--- config.mk ---
export PLATFORM = sky130hd
export DESIGN_NAME = immediate_gen_pipe_flat
export DESIGN_NICKNAME = d
export VERILOG_FILES = /design/src/rtl/imm_pkg.sv /design/src/rtl/immediate_gen_pipe_if.sv /design/src/rtl/imm_pipe_slice.sv /design/src/rtl/immediate_gen_pipe.sv /design/src/flat_wrapper.sv
export SDC_FILE = /design/constraint.sdc
export NUM_CORES = 1
export LEC_CHECK = 0
export CAP_MARGIN = 20
export CORE_ASPECT_RATIO = 0.6
export CORE_MARGIN = 5
export CORE_UTILIZATION = 50
export DETAILED_ROUTE_END_ITERATION = 10
export PLACE_DENSITY = 0.8
export SLEW_MARGIN = 20
export SYNTH_ARGS = -nofsm -noshare
export SYNTH_HDL_FRONTEND = slang
export SYNTH_HIERARCHICAL = 1
export SYNTH_SLANG_ARGS = --single-unit
--- constraint.sdc ---
create_clock -name clk -period 3.45 [get_ports clk]
set_clock_uncertainty 0.05 [all_clocks]
set_input_delay 0.69 -clock clk [delete_from_list [all_inputs] [get_ports clk]]
set_output_delay 0.69 -clock clk [all_outputs]
set_load 0.005 [all_outputs]
--- src/rtl/imm_pkg.sv ---
// Shared immediate-generator types, opcode constants and decode helpers.
// Build macro: IMM_GEN_ZICSR_EN enables the CSR-immediate (Z) format.
package imm_pkg;

    localparam int unsigned XlenDefault = 32;

    localparam logic [6:0] OpImm    = 7'h13;
    localparam logic [6:0] OpLoad   = 7'h03;
    localparam logic [6:0] OpJalr   = 7'h67;
    localparam logic [6:0] OpStore  = 7'h23;
    localparam logic [6:0] OpBranch = 7'h63;
    localparam logic [6:0] OpLui    = 7'h37;
    localparam logic [6:0] OpAuipc  = 7'h17;
    localparam logic [6:0] OpJal    = 7'h6F;
    localparam logic [6:0] OpSystem = 7'h73;

    typedef enum logic [2:0] {
        FmtNone = 3'd0,
        FmtI    = 3'd1,
        FmtS    = 3'd2,
        FmtB    = 3'd3,
        FmtU    = 3'd4,
        FmtJ    = 3'd5,
        FmtZ    = 3'd6
    } imm_fmt_e;

    typedef struct packed {
        imm_fmt_e fmt;
        logic     illegal;
    } imm_dec_t;

    function automatic imm_dec_t decode_opcode(input logic [6:0] opcode, input logic f3_msb);
        imm_dec_t dec;
        dec.fmt     = FmtNone;
        dec.illegal = 1'b0;
        unique case (opcode)
            OpImm, OpLoad, OpJalr: dec.fmt = FmtI;
            OpStore:               dec.fmt = FmtS;
            OpBranch:              dec.fmt = FmtB;
            OpLui, OpAuipc:        dec.fmt = FmtU;
            OpJal:                 dec.fmt = FmtJ;
            OpSystem: begin
                if (f3_msb) begin
`ifdef IMM_GEN_ZICSR_EN
                    dec.fmt = FmtZ;
`else
                    dec.illegal = 1'b1;
`endif
                end
            end
            default:               dec.illegal = 1'b1;
        endcase
        return dec;
    endfunction

    // Result is already extended to 32 bits; callers sign-extend from bit 31 (0 for Z).
    function automatic logic [31:0] build_imm(input imm_fmt_e fmt, input logic [31:0] ins);
        logic [31:0] imm;
        imm = '0;
        unique case (fmt)
            FmtI: imm = {{20{ins[31]}}, ins[31:20]};
            FmtS: imm = {{20{ins[31]}}, ins[31:25], ins[11:7]};
            FmtB: imm = {{19{ins[31]}}, ins[31], ins[7], ins[30:25], ins[11:8], 1'b0};
            FmtU: imm = {ins[31:12], 12'b0};
            FmtJ: imm = {{11{ins[31]}}, ins[31], ins[19:12], ins[20], ins[30:21], 1'b0};
            FmtZ: imm = {27'b0, ins[19:15]};
            default: imm = '0;
        endcase
        return imm;
    endfunction

endpackage

--- src/rtl/immediate_gen_pipe_if.sv ---
// Upstream/downstream handshake bundle for the immediate generator pipeline.
interface immediate_gen_pipe_if #(
    parameter int unsigned XLEN  = imm_pkg::XlenDefault,
    parameter int unsigned TAG_W = 8
);
    logic             valid_i;
    logic             ready_o;
    logic [31:0]      instr_i;
    logic [TAG_W-1:0] tag_i;
    logic             flush_i;
    logic             valid_o;
    logic             ready_i;
    logic [XLEN-1:0]  imm_o;
    logic [2:0]       fmt_o;
    logic             illegal_o;
    logic [TAG_W-1:0] tag_o;

    modport slave (
        input  valid_i, instr_i, tag_i, flush_i, ready_i,
        output ready_o, valid_o, imm_o, fmt_o, illegal_o, tag_o
    );

    modport master (
        output valid_i, instr_i, tag_i, flush_i, ready_i,
        input  ready_o, valid_o, imm_o, fmt_o, illegal_o, tag_o
    );
endinterface

--- src/rtl/imm_pipe_slice.sv ---
// One valid/ready register stage with synchronous flush; bubbles collapse.
module imm_pipe_slice #(
    parameter int unsigned Width = 8
) (
    input  logic             clk,
    input  logic             reset,
    input  logic             flush_i,
    input  logic             in_valid_i,
    output logic             in_ready_o,
    input  logic [Width-1:0] in_data_i,
    output logic             out_valid_o,
    input  logic             out_ready_i,
    output logic [Width-1:0] out_data_o
);
    logic             valid_d, valid_q;
    logic [Width-1:0] data_d, data_q;

    always_comb begin
        in_ready_o = !valid_q || out_ready_i;
        valid_d    = valid_q;
        data_d     = data_q;
        if (in_ready_o) begin
            valid_d = in_valid_i;
            if (in_valid_i) data_d = in_data_i;
        end
        // Flush wins over both accept and hold.
        if (flush_i) valid_d = 1'b0;
    end

    always_ff @(posedge clk or posedge reset) begin
        if (reset) begin
            valid_q <= 1'b0;
            data_q  <= '0;
        end else begin
            valid_q <= valid_d;
            data_q  <= data_d;
        end
    end

    assign out_valid_o = valid_q;
    assign out_data_o  = data_q;
endmodule

--- src/rtl/immediate_gen_pipe.sv ---
// RV32 immediate generator, 1- or 2-stage valid/ready pipeline with tag passthrough.
// Build macro: IMM_GEN_ZICSR_EN (CSR-immediate format support, see imm_pkg).
module immediate_gen_pipe
    import imm_pkg::*;
#(
    parameter int unsigned XLEN   = XlenDefault,
    parameter int unsigned STAGES = 2,
    parameter int unsigned TAG_W  = 8
) (
    input logic                 clk,
    input logic                 reset,
    immediate_gen_pipe_if.slave bus
);
    localparam int unsigned ResW = XLEN + 4 + TAG_W;

    logic [ResW-1:0] res;

    if (STAGES == 2) begin : g_two
        localparam int unsigned S1W = 29 + TAG_W;

        imm_dec_t        dec;
        imm_fmt_e        s1_fmt;
        logic [S1W-1:0]  s1_in, s1_out;
        logic            s1_valid, s1_ready;
        logic [31:0]     raw;
        logic [ResW-1:0] s2_in;

        // Stage 1 keeps only instr[31:7]; the opcode is consumed by the decode.
        assign dec   = decode_opcode(bus.instr_i[6:0], bus.instr_i[14]);
        assign s1_in = {dec.fmt, dec.illegal, bus.instr_i[31:7], bus.tag_i};

        imm_pipe_slice #(.Width(S1W)) u_s1 (
            .clk        (clk),
            .reset      (reset),
            .flush_i    (bus.flush_i),
            .in_valid_i (bus.valid_i),
            .in_ready_o (bus.ready_o),
            .in_data_i  (s1_in),
            .out_valid_o(s1_valid),
            .out_ready_i(s1_ready),
            .out_data_o (s1_out)
        );

        assign s1_fmt = imm_fmt_e'(s1_out[S1W-1 -: 3]);
        assign raw    = build_imm(s1_fmt, {s1_out[TAG_W +: 25], 7'b0});
        assign s2_in  = {XLEN'($signed(raw)), s1_out[S1W-1 -: 4], s1_out[TAG_W-1:0]};

        imm_pipe_slice #(.Width(ResW)) u_s2 (
            .clk        (clk),
            .reset      (reset),
            .flush_i    (bus.flush_i),
            .in_valid_i (s1_valid),
            .in_ready_o (s1_ready),
            .in_data_i  (s2_in),
            .out_valid_o(bus.valid_o),
            .out_ready_i(bus.ready_i),
            .out_data_o (res)
        );
    end else begin : g_one
        imm_dec_t        dec;
        logic [31:0]     raw;
        logic [ResW-1:0] s1_in;

        assign dec   = decode_opcode(bus.instr_i[6:0], bus.instr_i[14]);
        assign raw   = build_imm(dec.fmt, bus.instr_i);
        assign s1_in = {XLEN'($signed(raw)), dec.fmt, dec.illegal, bus.tag_i};

        imm_pipe_slice #(.Width(ResW)) u_s1 (
            .clk        (clk),
            .reset      (reset),
            .flush_i    (bus.flush_i),
            .in_valid_i (bus.valid_i),
            .in_ready_o (bus.ready_o),
            .in_data_i  (s1_in),
            .out_valid_o(bus.valid_o),
            .out_ready_i(bus.ready_i),
            .out_data_o (res)
        );
    end

    assign bus.imm_o     = res[ResW-1 -: XLEN];
    assign bus.fmt_o     = res[TAG_W+3 -: 3];
    assign bus.illegal_o = res[TAG_W];
    assign bus.tag_o     = res[TAG_W-1:0];
endmodule

--- src/flat_wrapper.sv ---
// flat-port wrapper written by rule: the top's interface ports become plain ports
module immediate_gen_pipe_flat import imm_pkg::*;
#(
    parameter int unsigned XLEN   = XlenDefault,
    parameter int unsigned STAGES = 2,
    parameter int unsigned TAG_W  = 8
)
  (clk, reset, bus_valid_i, bus_instr_i, bus_tag_i, bus_flush_i, bus_ready_i, bus_ready_o, bus_valid_o, bus_imm_o, bus_fmt_o, bus_illegal_o, bus_tag_o);
  immediate_gen_pipe_if #(.XLEN(XLEN), .TAG_W(TAG_W)) bus_i ();
  input logic clk;
  input logic reset;
  input wire logic [$bits(bus_i.valid_i)-1:0] bus_valid_i;
  input wire logic [$bits(bus_i.instr_i)-1:0] bus_instr_i;
  input wire logic [$bits(bus_i.tag_i)-1:0] bus_tag_i;
  input wire logic [$bits(bus_i.flush_i)-1:0] bus_flush_i;
  input wire logic [$bits(bus_i.ready_i)-1:0] bus_ready_i;
  output wire logic [$bits(bus_i.ready_o)-1:0] bus_ready_o;
  output wire logic [$bits(bus_i.valid_o)-1:0] bus_valid_o;
  output wire logic [$bits(bus_i.imm_o)-1:0] bus_imm_o;
  output wire logic [$bits(bus_i.fmt_o)-1:0] bus_fmt_o;
  output wire logic [$bits(bus_i.illegal_o)-1:0] bus_illegal_o;
  output wire logic [$bits(bus_i.tag_o)-1:0] bus_tag_o;
  assign bus_i.valid_i = bus_valid_i;
  assign bus_i.instr_i = bus_instr_i;
  assign bus_i.tag_i = bus_tag_i;
  assign bus_i.flush_i = bus_flush_i;
  assign bus_i.ready_i = bus_ready_i;
  assign bus_ready_o = bus_i.ready_o;
  assign bus_valid_o = bus_i.valid_o;
  assign bus_imm_o = bus_i.imm_o;
  assign bus_fmt_o = bus_i.fmt_o;
  assign bus_illegal_o = bus_i.illegal_o;
  assign bus_tag_o = bus_i.tag_o;
  immediate_gen_pipe #(.XLEN(XLEN), .STAGES(STAGES), .TAG_W(TAG_W)) u_core (.clk(clk), .reset(reset), .bus(bus_i));
endmodule
; ---- Word level (Yosys, flattened, before mapping)
; Cells that the tools add are included.
[op_classes]
n_eq_ne = 15
mux = 8
reduce_logical = 11
[op_table]
columns = op, count
row1 = 32-bit one-hot mux with 6 select lines, 1
row2 = 7-bit equality test (second input constant), 4
row3 = 3-bit one-hot mux with 5 select lines, 1
row4 = 7-bit by 5-bit equality test with 1-bit output (second input constant), 2
row5 = 7-bit by 6-bit equality test with 1-bit output (second input constant), 2
row6 = 3-bit equality test (second input constant), 3
row7 = 8-bit OR reduction, 1
row8 = 7-bit by 2-bit equality test with 1-bit output (second input constant), 1
row9 = 3-bit by 2-bit equality test with 1-bit output (second input constant), 2
row10 = 1-bit 2-to-1 mux, 5
row11 = 2-bit AND reduction, 2
row12 = 2-bit nonzero test, 2
row13 = 3-bit by 1-bit equality test with 1-bit output (second input constant), 1
row14 = 3-bit OR reduction, 1
row15 = 1-bit logical NOT, 2
row16 = 1-bit logical OR, 2
row17 = 1-bit one-hot mux with 2 select lines, 1
row18 = 2-bit OR reduction, 1
[totals]
wordCells = 38
inputBits = 45
regBits = 83
out_inout_bits = 46

; ---- Logic depth before layout (Yosys ltp)
; Gate-level depths: netlist (run 1).
[depth]
ltp_word = 5
depth_mapped = 6
mapped_depth_nobuf = 4

; ---- Modules after synthesis
; The synthesis (run 1) kept the hierarchy.
[modules_own_cells]
columns = mod, cells_each, area_each_um2, seq_area_each_um2, n_inst
row1 = imm_pipe_slice at u_core.g_two.u_s2, 98, 1854.3, 1126.1, 1
row2 = imm_pipe_slice at u_core.g_two.u_s1, 83, 1551.5, 950.9, 1
row3 = immediate_gen_pipe, 76, 556.8, 0.0, 1

; ---- Worst setup path before layout (run 1)
; OpenSTA, ideal clock, no wires.
[synth_path]
kind = input-to-reg
from = in bus_ready_i
to = reg u_core.g_two.u_s1.data_q[0], in the netlist u_core/g_two.u_s1/out_data_o[0]
t_arrival_ns = 1.594
slack_ns = 1.681
setup_time_ns = 0.125
path_buffers = 1
required_ns = 3.275
stages = 5
path_cell_list = nand2b_4 -> nand2b_4 -> nand2_4 -> buf_6 -> mux2_4
[synth_via]
elab_chain_len = 3
[synth_rtl]
columns = item, line_no
row1 = "start, declared", flat_wrapper.sv:16  ; input wire logic [$bits(bus_i.ready_i)-1:0] bus_ready_i;
row2 = 1-bit logical OR (2 in series), imm_pipe_slice.sv:19  ; in_ready_o = !valid_q || out_ready_i;
row3 = via bus_ready_o, flat_wrapper.sv:17  ; output wire logic [$bits(bus_i.ready_o)-1:0] bus_ready_o;
row4 = 2-bit AND reduction (no line), -
row5 = "end signal, assigned", imm_pipe_slice.sv:36  ; data_q <= data_d;
row6 = "end, declared", imm_pipe_slice.sv:16  ; logic [Width-1:0] data_d, data_q;
; The timed path passes the listed nets, and every way through them passes these cells.
; A chain may end at the register's enable or synchronous reset.

; ---- Worst setup path after layout (run 1)
[layout_path]
from = in bus_ready_i
to = out bus_ready_o
[layout_via]
elab_chain_len = 2
[layout_rtl]
columns = item, line_no
row1 = 1-bit logical OR, imm_pipe_slice.sv:19
row2 = via u_core.g_two.s1_ready, immediate_gen_pipe.sv:24  ; logic s1_valid, s1_ready;
row3 = 1-bit logical OR, imm_pipe_slice.sv:19
row4 = "end, declared", flat_wrapper.sv:17
; The timed path passes the listed nets, and every way through them passes these cells.

==> results.json, run 1 <==
{
  "outcome": "complete, no violations",
  "detail_route.wirelength_mm": 8.14,
  "final.fill_count": 547,
  "p_per_area_mw_per_mm2": 459,
  "cpMaxStageDelayCell": "clkdlybuf4s50_1",
  "clk_pin_slew_worst_paths_ps": 60,
  "synth_area_per_cell_sq_um": 15.4,
  "drv_slew": 0,
  "boundaryPins": 91,
  "max-slew-margin-rel_pct": 45.6,
  "worst_pin_slew_ps": 816,
  "multi_input_area_sq_mm": 0.00174,
  "layout-drive-gt1-share_pct": 29.9,
  "path_delay_family": "buffers and inverters",
  "synth.lib_cells_used.distinct": 38,
  "cpPeakStageDelay_ps": 500,
  "reg2reg_from": "u_core/g_two.u_s1/out_data_o[35]",
  "worst_skew_pair.late_latency_ps": 330,
  "crit_path_cell_trace": "clkdlybuf4s50_1, nand2b_4, nand2b_4, clkdlybuf4s50_1",
  "synth-xor-area-share_pct": 0.221,
  "cts.hold.buffers_added": 0,
  "port_buffers": 90,
  "critical_path.reg2reg.endpoint": "u_core/g_two.u_s2/out_data_o[33]",
  "post_synth_inst_count": 257,
  "cp_num_buf_inv": 2,
  "antenna_found_initial": 0,
  "synth_compound_gate_area_share_pct": 7.48,
  "required_time_at_the_worst_slack_endpoint_ps": 2710,
  "synth_fp_nets": 302,
  "grt_pass1_vias": 2567,
  "synth-simple-area-share_pct": 6.50,
  "yosysWarnings": 6,
  "worst_setup_start_kind": "primary input",
  "grt_overall_usage_pct": 17.3,
  "holdPathStages": 1,
  "first_iter_violations": 117,
  "r2r_setup_slack_ps": 1470,
  "first_pass_grt_wire_length_mm": 13.3,
  "ctsResizeCount": 0,
  "max_cap_violations": 0,
  "endpoint_kind": "output pin",
  "finalWorstPathRequiredPeriod_ps": 2680,
  "report.final.setup_viol": 0,
  "synth_top_family_by_area": "multiplexers",
  "global_placement_routability_congestion": 0.763,
  "postCtsSetupRepairBufs": 0,
  "post_synth_instance_area_sq_mm": 0.00396,
  "cts_tree": "built",
  "floorplan.core_area_sq_mm": 0.00779,
  "post_dr_wirelength_cell_um": 17.7,
  "numCtsBuffers": 9,
  "clock_sinks": 83,
  "antenna-diode-count": 0,
  "power.ir.vdd_worst_uv": 219,
  "mostFrequentLayoutCell": "clkdlybuf4s50_1",
  "dp_hpwl_mm": 5.65,
  "hp-class": "register to register",
  "path_max_fanout": 3,
  "final_min_period_over_clock_period_pct": 77.7,
  "timing.critical_path.arrival_ps": 1940,
  "ys_ff_latch": 83,
  "holdPathEnd": "u_core/g_two.u_s2/out_data_o[6]",
  "timing.fmax_mhz": 373,
  "drc_errors_left": 0,
  "synthAdderAreaFrac_pct": 0,
  "static_leakage_power_nw": 2.56,
  "initial_utilization_pct": 50.9,
  "final_cell_mix": "clkdlybuf4s50_1, dfrtp_1, mux2_4, a21o_1, mux2_2",
  "timing.hold.worst.start": "u_core/g_two.u_s1/out_data_o[6]",
  "post_synth_mux_area_share_pct": 29.6,
  "yosysSeqAreaShare_pct": 52.4,
  "vias": 2354,
  "grt_start_max_net_pins": 46,
  "floorplan.die.width_um": 125,
  "floorplan.rows": 25,
  "ff2ff_path_depth": 4,
  "hold_slack_ps": 450,
  "worst-setup-path-type": "primary input to output pin",
  "seq_area_sq_mm": 0.00208,
  "gr-total-overflow": 0,
  "die_area_sq_mm": 0.00986,
  "clock_tree.root_cell": "clkbuf_16",
  "number_of_vias_per_cell_after_detailed_routing": 5.13,
  "number_of_antenna_violating_nets_in_the_routed_design": 0,
  "cts_buffer_depth": 2,
  "nNetsFinal": 392,
  "report.final.hold_viol_count": 0,
  "timing.setup.tns_ps": 0,
  "cts_h_tree_lvls": 3,
  "die_height_um": 79.0,
  "drt-pass1-iter-count": 4,
  "setup_repair_after_global_routing_missed_its_margin": "no",
  "areaGrowthSynthToFinish_pct": 30.0
}
-- per-stage QoR --
stage                     worst slack [ps]  power, mW  cell area, sq um  utilization, %  cells
after global routing                   755       2.47              5150            66.2    459
after floorplan                       1650       1.35              3960               -    257
after detailed placement               762       1.53              4880            62.7    444
after CTS                              764       2.40              5150            66.1    459
after global placement                 785       1.52              4880            62.7    444
final                                  770       2.37              5150            66.2    459
-- sequential cells by signal, indices dropped and copies added (netlist names) --
register	count
u_core/g_two.u_s1/out_valid_o	1
u_core/g_two.u_s1/out_data_o	37
u_core/g_two.u_s2/out_valid_o	1
u_core/g_two.u_s2/out_data_o	44
-- per-layer routing --
layer  track usage [%]  wire (um)
met1              23.9       4000
met4              5.19         58
met2              26.4       3620
met3              5.38        468
met5                 0          0
-- area by class of cell --
class	count	area share, %
sequential	83	40.3
multi-input combinational	156	33.7
timing repair buffer	91	17.6
clock buffer	11	4.71
tap	108	2.62
clock inverter	4	0.534
inverter	6	0.461
-- cells by family after synthesis --
group / after synthesis
simple gates: 34
mux: 81
xor+xnor: 1
compound gates: 40
buf+inv: 18
flops: 83
-- synth_stat cells --
| cell | number | share of area [%] |
|---|---|---|
| dfrtp_1 | 83 | 52 |
| buf_2 | 1 | 0.13 |
| and3_1 | 1 | 0.16 |
| and3b_1 | 2 | 0.44 |
| nor3b_1 | 1 | 0.19 |
| nand2b_1 | 1 | 0.16 |
| o21ai_0 | 2 | 0.25 |
| a22o_1 | 8 | 1.8 |
| nor3b_4 | 1 | 0.47 |
| a2bb2oi_1 | 1 | 0.22 |
| o31ai_1 | 1 | 0.19 |
| a31oi_1 | 1 | 0.16 |
| nor4_1 | 1 | 0.16 |
| buf_4 | 1 | 0.19 |
| nand2_1 | 2 | 0.19 |
| and2_1 | 6 | 0.95 |
| xor2_1 | 1 | 0.22 |
| buf_6 | 10 | 2.8 |
| and2b_4 | 1 | 0.25 |
| o311ai_0 | 1 | 0.22 |
| mux2_4 | 70 | 27 |
| nor2b_1 | 3 | 0.47 |
| nor3_1 | 2 | 0.25 |
| nor3_4 | 1 | 0.41 |
| nor4bb_1 | 1 | 0.25 |
| and2b_1 | 1 | 0.19 |
| nor2_1 | 3 | 0.28 |
| mux2_2 | 11 | 3.1 |
| or2_1 | 1 | 0.16 |
| a211oi_1 | 1 | 0.19 |
| a21oi_1 | 4 | 0.51 |
| nand2_4 | 2 | 0.57 |
| nand3_1 | 2 | 0.25 |
| inv_2 | 1 | 0.095 |
| nand2b_4 | 2 | 0.69 |
| o21a_1 | 2 | 0.38 |
| a21o_1 | 19 | 3.6 |
| inv_1 | 5 | 0.47 |
-- worst register-to-register path, stage by stage, from the launching register on --
cell	delay, ps
dfrtp_1	690
and2b_4	290
o21a_1	340
a21o_1	230
mux2_4	260
-- worst max-delay path by stage --
stage / to / from / cells after the start / slack, ps
detailed placement: bus_ready_o / bus_ready_i / 4 / 760
global placement: bus_ready_o / bus_ready_i / 4 / 780
global route: bus_ready_o / bus_ready_i / 4 / 760
CTS: bus_ready_o / bus_ready_i / 4 / 760
floorplan: u_core/g_two.u_s2/out_data_o[0] / reset / 1 / 1650
finish: bus_ready_o / bus_ready_i / 4 / 770
-- report_power, final --
part	total [mW]	internal, mW	switching (mW)	leakage (nW)
logic	0.387	0.264	0.123	1.39
clock network	0.855	0.501	0.354	0.124
registers	1.12	1.06	0.0629	1.05
No activity file was read; power rests on OpenSTA's default activity.
==> run 2, diff against run 1 <==
clock period = 2.6 ns   (was 3.45 ns; I/O delays follow)
==> results.json, run 2 (synthesized netlist as in run 1, its figures left out) <==
{
  "required_time_at_the_worst_slack_endpoint_ps": 2030,
  "port_buffers": 90,
  "postCtsSetupRepairBufs": 0,
  "largest_register_ff_count": 44,
  "number_of_vias_per_cell_after_detailed_routing": 5.15,
  "cpPeakStageDelay_ps": 500,
  "clock_sinks": 83,
  "final_cell_mix": "clkdlybuf4s50_1, dfrtp_1, mux2_4, a21o_1, mux2_2",
  "vias": 2391,
  "numCtsBuffers": 9,
  "antenna-diode-count": 0,
  "drc_errors_left": 0,
  "dpl_cell_area_sq_mm": 0.00496,
  "path_max_fanout": 3,
  "max_cap_violations": 0,
  "static_leakage_power_nw": 2.60,
  "detail_route.wirelength_mm": 8.58,
  "p_per_area_mw_per_mm2": 611,
  "first_pass_grt_wire_length_mm": 14.2,
  "cpMaxStageDelayCell": "clkdlybuf4s50_1",
  "final_min_period_over_clock_period_pct": 90.9,
  "cts_buffer_depth": 2,
  "worst_pin_slew_ps": 785,
  "grt_overall_usage_pct": 18.4,
  "grt_start_max_net_pins": 46,
  "report.final.setup_viol": 0,
  "drv_slew": 0,
  "endpoint_kind": "output pin",
  "number_of_antenna_violating_nets_in_the_routed_design": 0,
  "floorplan.core_area_sq_mm": 0.00779,
  "report.final.hold_viol_count": 0,
  "floorplan.rows": 25,
  "max-slew-margin-rel_pct": 47.6,
  "die_area_sq_mm": 0.00986,
  "timing.critical_path.arrival_ps": 1790,
  "timing.fmax_mhz": 423,
  "grt_pass1_vias": 2593,
  "timing.setup.tns_ps": 0,
  "die_height_um": 79.0,
  "crit_path_cell_trace": "clkdlybuf4s50_1, nand2b_4, nand2b_4, clkdlybuf4s50_1",
  "nNetsFinal": 396,
  "initial_utilization_pct": 50.9,
  "clock_tree.root_cell": "clkbuf_16",
  "cts_h_tree_lvls": 3,
  "post_dr_wirelength_cell_um": 18.5,
  "clk_pin_slew_worst_paths_ps": 60,
  "cp_num_buf_inv": 2,
  "cts_tree": "built",
  "boundaryPins": 91,
  "ctsResizeCount": 0,
  "hp-class": "register to register",
  "gr-total-overflow": 0,
  "outcome": "complete, no violations",
  "drt-pass1-iter-count": 4,
  "worst_setup_start_kind": "primary input",
  "finalWorstPathRequiredPeriod_ps": 2360,
  "mostFrequentLayoutCell": "clkdlybuf4s50_1",
  "postLayoutCellArea_sq_mm": 0.00524,
  "worst-setup-path-type": "primary input to output pin",
  "antenna_found_initial": 0,
  "worst_skew_pair.late_latency_ps": 340,
  "dp_hpwl_mm": 5.93,
  "setup_repair_after_global_routing_missed_its_margin": "no",
  "areaGrowthSynthToFinish_pct": 32.3,
  "layout-drive-gt1-share_pct": 30.9,
  "utilization_pct": 67.3,
  "power.ir.vdd_worst_uv": 357,
  "first_iter_violations": 132,
  "cts.hold.buffers_added": 0,
  "floorplan.die.width_um": 125,
  "overall_power_mw": 3.21,
  "global_placement_routability_congestion": 0.751,
  "path_delay_family": "buffers and inverters"
}
==> run 2: layout make-up <==
| class | instances | area [sq um] |
|---|---|---|
| clock buffers | 11 | 243 |
| clock inverters | 5 | 38.8 |
| fillers | 540 | 2550 |
| inverters | 6 | 22.5 |
| multi-input cells | 156 | 1740 |
| flip-flops and latches | 83 | 2080 |
| well taps | 108 | 135 |
| repair buffers | 95 | 988 |
==> run 2: routing by layer <==
| metal | share of wire, % | GRT usage, % |
|---|---|---|
| met1 | 49 | 25.0 |
| met2 | 44 | 27.8 |
| met3 | 6.0 | 6.05 |
| met4 | 1.3 | 6.82 |
| met5 | 0 | 0 |
==> run 2: path summary, 6_finish.rpt <==
check | startpoint | endpoint | slack, ps | cells after the start
hold reg to reg | u_core/g_two.u_s1/out_data_o[7] | u_core/g_two.u_s2/out_data_o[7] | 450 | 1
max in group asynchronous | reset | u_core/g_two.u_s1/out_data_o[15] | 1550 | 3
setup / recovery | bus_ready_i | bus_ready_o | 240 | 4
hold / removal | u_core/g_two.u_s1/out_data_o[7] | u_core/g_two.u_s2/out_data_o[7] | 450 | 1
min in group asynchronous | reset | u_core/g_two.u_s2/out_data_o[1] | 510 | 3
setup reg to reg | u_core/g_two.u_s1/out_data_o[35] | u_core/g_two.u_s2/out_data_o[32] | 650 | 4
==> run 2: through the flow <==
step                setup slack [ps]  std cells  hold WS [ps]
finish                           237        464           448
global route                     194        464           470
CTS                              231        464           451
detailed placement               237        448           438
global placement                 274        448           433
floorplan                        971        257           426
==> run 2: power by group <==
group          leakage [nW]  total, mW  switching [mW]  internal, mW
Clock                 0.124       1.18           0.510         0.674
Sequential             1.05       1.49          0.0827          1.41
Combinational          1.43      0.531           0.170         0.361
Total                  2.60       3.21           0.763          2.44
==> run 3, diff against run 2 <==
CORE_MARGIN = 4   (was 5)
==> results.json, run 3 (synthesized netlist as in run 1, its figures left out) <==
{
  "cpPeakStageDelay_ps": 500,
  "power.ir.vdd_worst_uv": 309,
  "worst_skew_pair.late_latency_ps": 340,
  "timing.critical_path.arrival_ps": 1750,
  "report.final.hold_viol_count": 0,
  "r2r_setup_slack_ps": 650,
  "outcome": "complete, no violations",
  "top_layer_used": "met4",
  "drv_slew": 0,
  "global_placement_routability_congestion": 0.777,
  "crit_path_cell_trace": "clkdlybuf4s50_1, nand2b_4, nand2b_4, clkdlybuf4s50_1",
  "number_of_antenna_violating_nets_in_the_routed_design": 0,
  "clock_sinks": 83,
  "grt_overall_usage_pct": 19.3,
  "utilization_pct": 70.3,
  "met3_length_um": 568,
  "port_buffers": 90,
  "path_max_fanout": 3,
  "numCtsBuffers": 9,
  "drt-pass1-iter-count": 4,
  "cts_h_tree_lvls": 3,
  "antenna_found_initial": 0,
  "largest_register_ff_count": 44,
  "clk_pin_slew_worst_paths_ps": 50,
  "setup_repair_after_global_routing_missed_its_margin": "no",
  "first_iter_violations": 180,
  "grt_pass1_vias": 2538,
  "die_area_sq_mm": 0.00946,
  "hp-class": "register to register",
  "reg2reg_from": "u_core/g_two.u_s1/out_data_o[35]",
  "nNetsFinal": 395,
  "wl_met1_mm": 4.20,
  "antenna-diode-count": 0,
  "worst-setup-path-type": "primary input to output pin",
  "place_worst_setup_slack_ps": 279,
  "ctsResizeCount": 0,
  "ff2ff_path_depth": 4,
  "dp_hpwl_mm": 5.98,
  "report.final.setup_viol": 0,
  "drc_errors_left": 0,
  "max_cap_violations": 0,
  "number_of_vias_per_cell_after_detailed_routing": 5.24,
  "cpMaxStageDelayCell": "clkdlybuf4s50_1",
  "required_time_at_the_worst_slack_endpoint_ps": 2030,
  "grt_start_max_net_pins": 45,
  "holdPathStages": 1,
  "overall_power_mw": 3.35,
  "timing.hold.worst.start": "u_core/g_two.u_s2/out_data_o[14]",
  "worst_pin_slew_ps": 755,
  "floorplan.rows": 24,
  "floorplan.core_area_sq_mm": 0.00748,
  "post_dr_wirelength_cell_um": 18.9,
  "clock_tree.root_cell": "clkbuf_16",
  "timing.setup.tns_ps": 0,
  "endpoint_kind": "output pin",
  "worst_setup_start_kind": "primary input",
  "cts.hold.buffers_added": 0,
  "initial_utilization_pct": 53.0,
  "floorplan.die.width_um": 123,
  "critical_path.reg2reg.endpoint": "u_core/g_two.u_s2/out_data_o[42]",
  "max-slew-margin-rel_pct": 49.6,
  "routed-wl-met2_mm": 3.81,
  "final_cell_mix": "clkdlybuf4s50_1, dfrtp_1, mux2_4, a21o_1, mux2_2",
  "gr-total-overflow": 0,
  "postCtsSetupRepairBufs": 0,
  "vias": 2406,
  "timing.fmax_mhz": 432,
  "boundaryPins": 91,
  "final.fill_count": 491,
  "cts_buffer_depth": 2,
  "mostFrequentLayoutCell": "clkdlybuf4s50_1",
  "areaGrowthSynthToFinish_pct": 32.7,
  "die_height_um": 77.0,
  "detail_route.wirelength_mm": 8.67,
  "finalWorstPathRequiredPeriod_ps": 2320,
  "layout-drive-gt1-share_pct": 30.4,
  "setup_ws_ps": 283,
  "cts_tree": "built",
  "final_min_period_over_clock_period_pct": 89.1,
  "static_leakage_power_nw": 2.62,
  "holdPathEnd": "u_core/g_two.u_s2/out_data_o[14]",
  "hold_slack_ps": 457,
  "p_per_area_mw_per_mm2": 637,
  "first_pass_grt_wire_length_mm": 13.9
}
run 3: cell count changes in the layout (fill, tap and decap cells not counted), sizes merged:
cell / change
buf: -1
bufinv: +2
clkinv: +1
clkinvlp: -3
run 3: routing by layer:
layer | track usage (%) | vias up
li1 | - | 1108
met1 | 27.9 | 1205
met2 | 27.6 | 83
met3 | 6.40 | 10
met4 | 5.70 | 0
met5 | 0 | -
run 3: metrics by stage:
step           std cells  area (sq um)
2_1_floorplan        257          3960
3_3_place_gp         443          4950
3_5_place_dp         443          4950
4_1_cts              459          5260
5_1_grt              459          5260
6_report             459          5260
run 3: report_power, final:
part / leakage (nW) / switching [mW] / internal, mW
Sequential: 1.05 / 0.0838 / 1.41
Combinational: 1.42 / 0.176 / 0.360
Clock: 0.150 / 0.485 / 0.838
Total: 2.62 / 0.745 / 2.61
run 3: worst max path at each step:
| stage | from | end | slack, ps |
|---|---|---|---|
| 3_5_place_dp | bus_ready_i | bus_ready_o | 280 |
| 4_1_cts | bus_ready_i | bus_ready_o | 280 |
| 5_1_grt | bus_ready_i | bus_ready_o | 250 |
| 3_3_place_gp | bus_ready_i | bus_ready_o | 280 |
| 6_report | bus_ready_i | bus_ready_o | 280 |
| 2_1_floorplan | reset | u_core/g_two.u_s2/out_data_o[0] | 970 |
run 3: cell type report:
class / count / area (sq um) / area share, %
Sequential cell: 83 / 2080 / 39.5
Clock inverter: 5 / 77.6 / 1.48
Clock buffer: 11 / 233 / 4.43
Tap cell: 104 / 130 / 2.47
Timing Repair Buffer: 94 / 981 / 18.7
Multi-Input combinational cell: 156 / 1740 / 33.0
Inverter: 6 / 22.5 / 0.428
run 3: critical path, delay by kind of cell:
kind,cells,cell delay [ps]
buffers and inverters,2,950
AND/OR/NAND/NOR,2,280
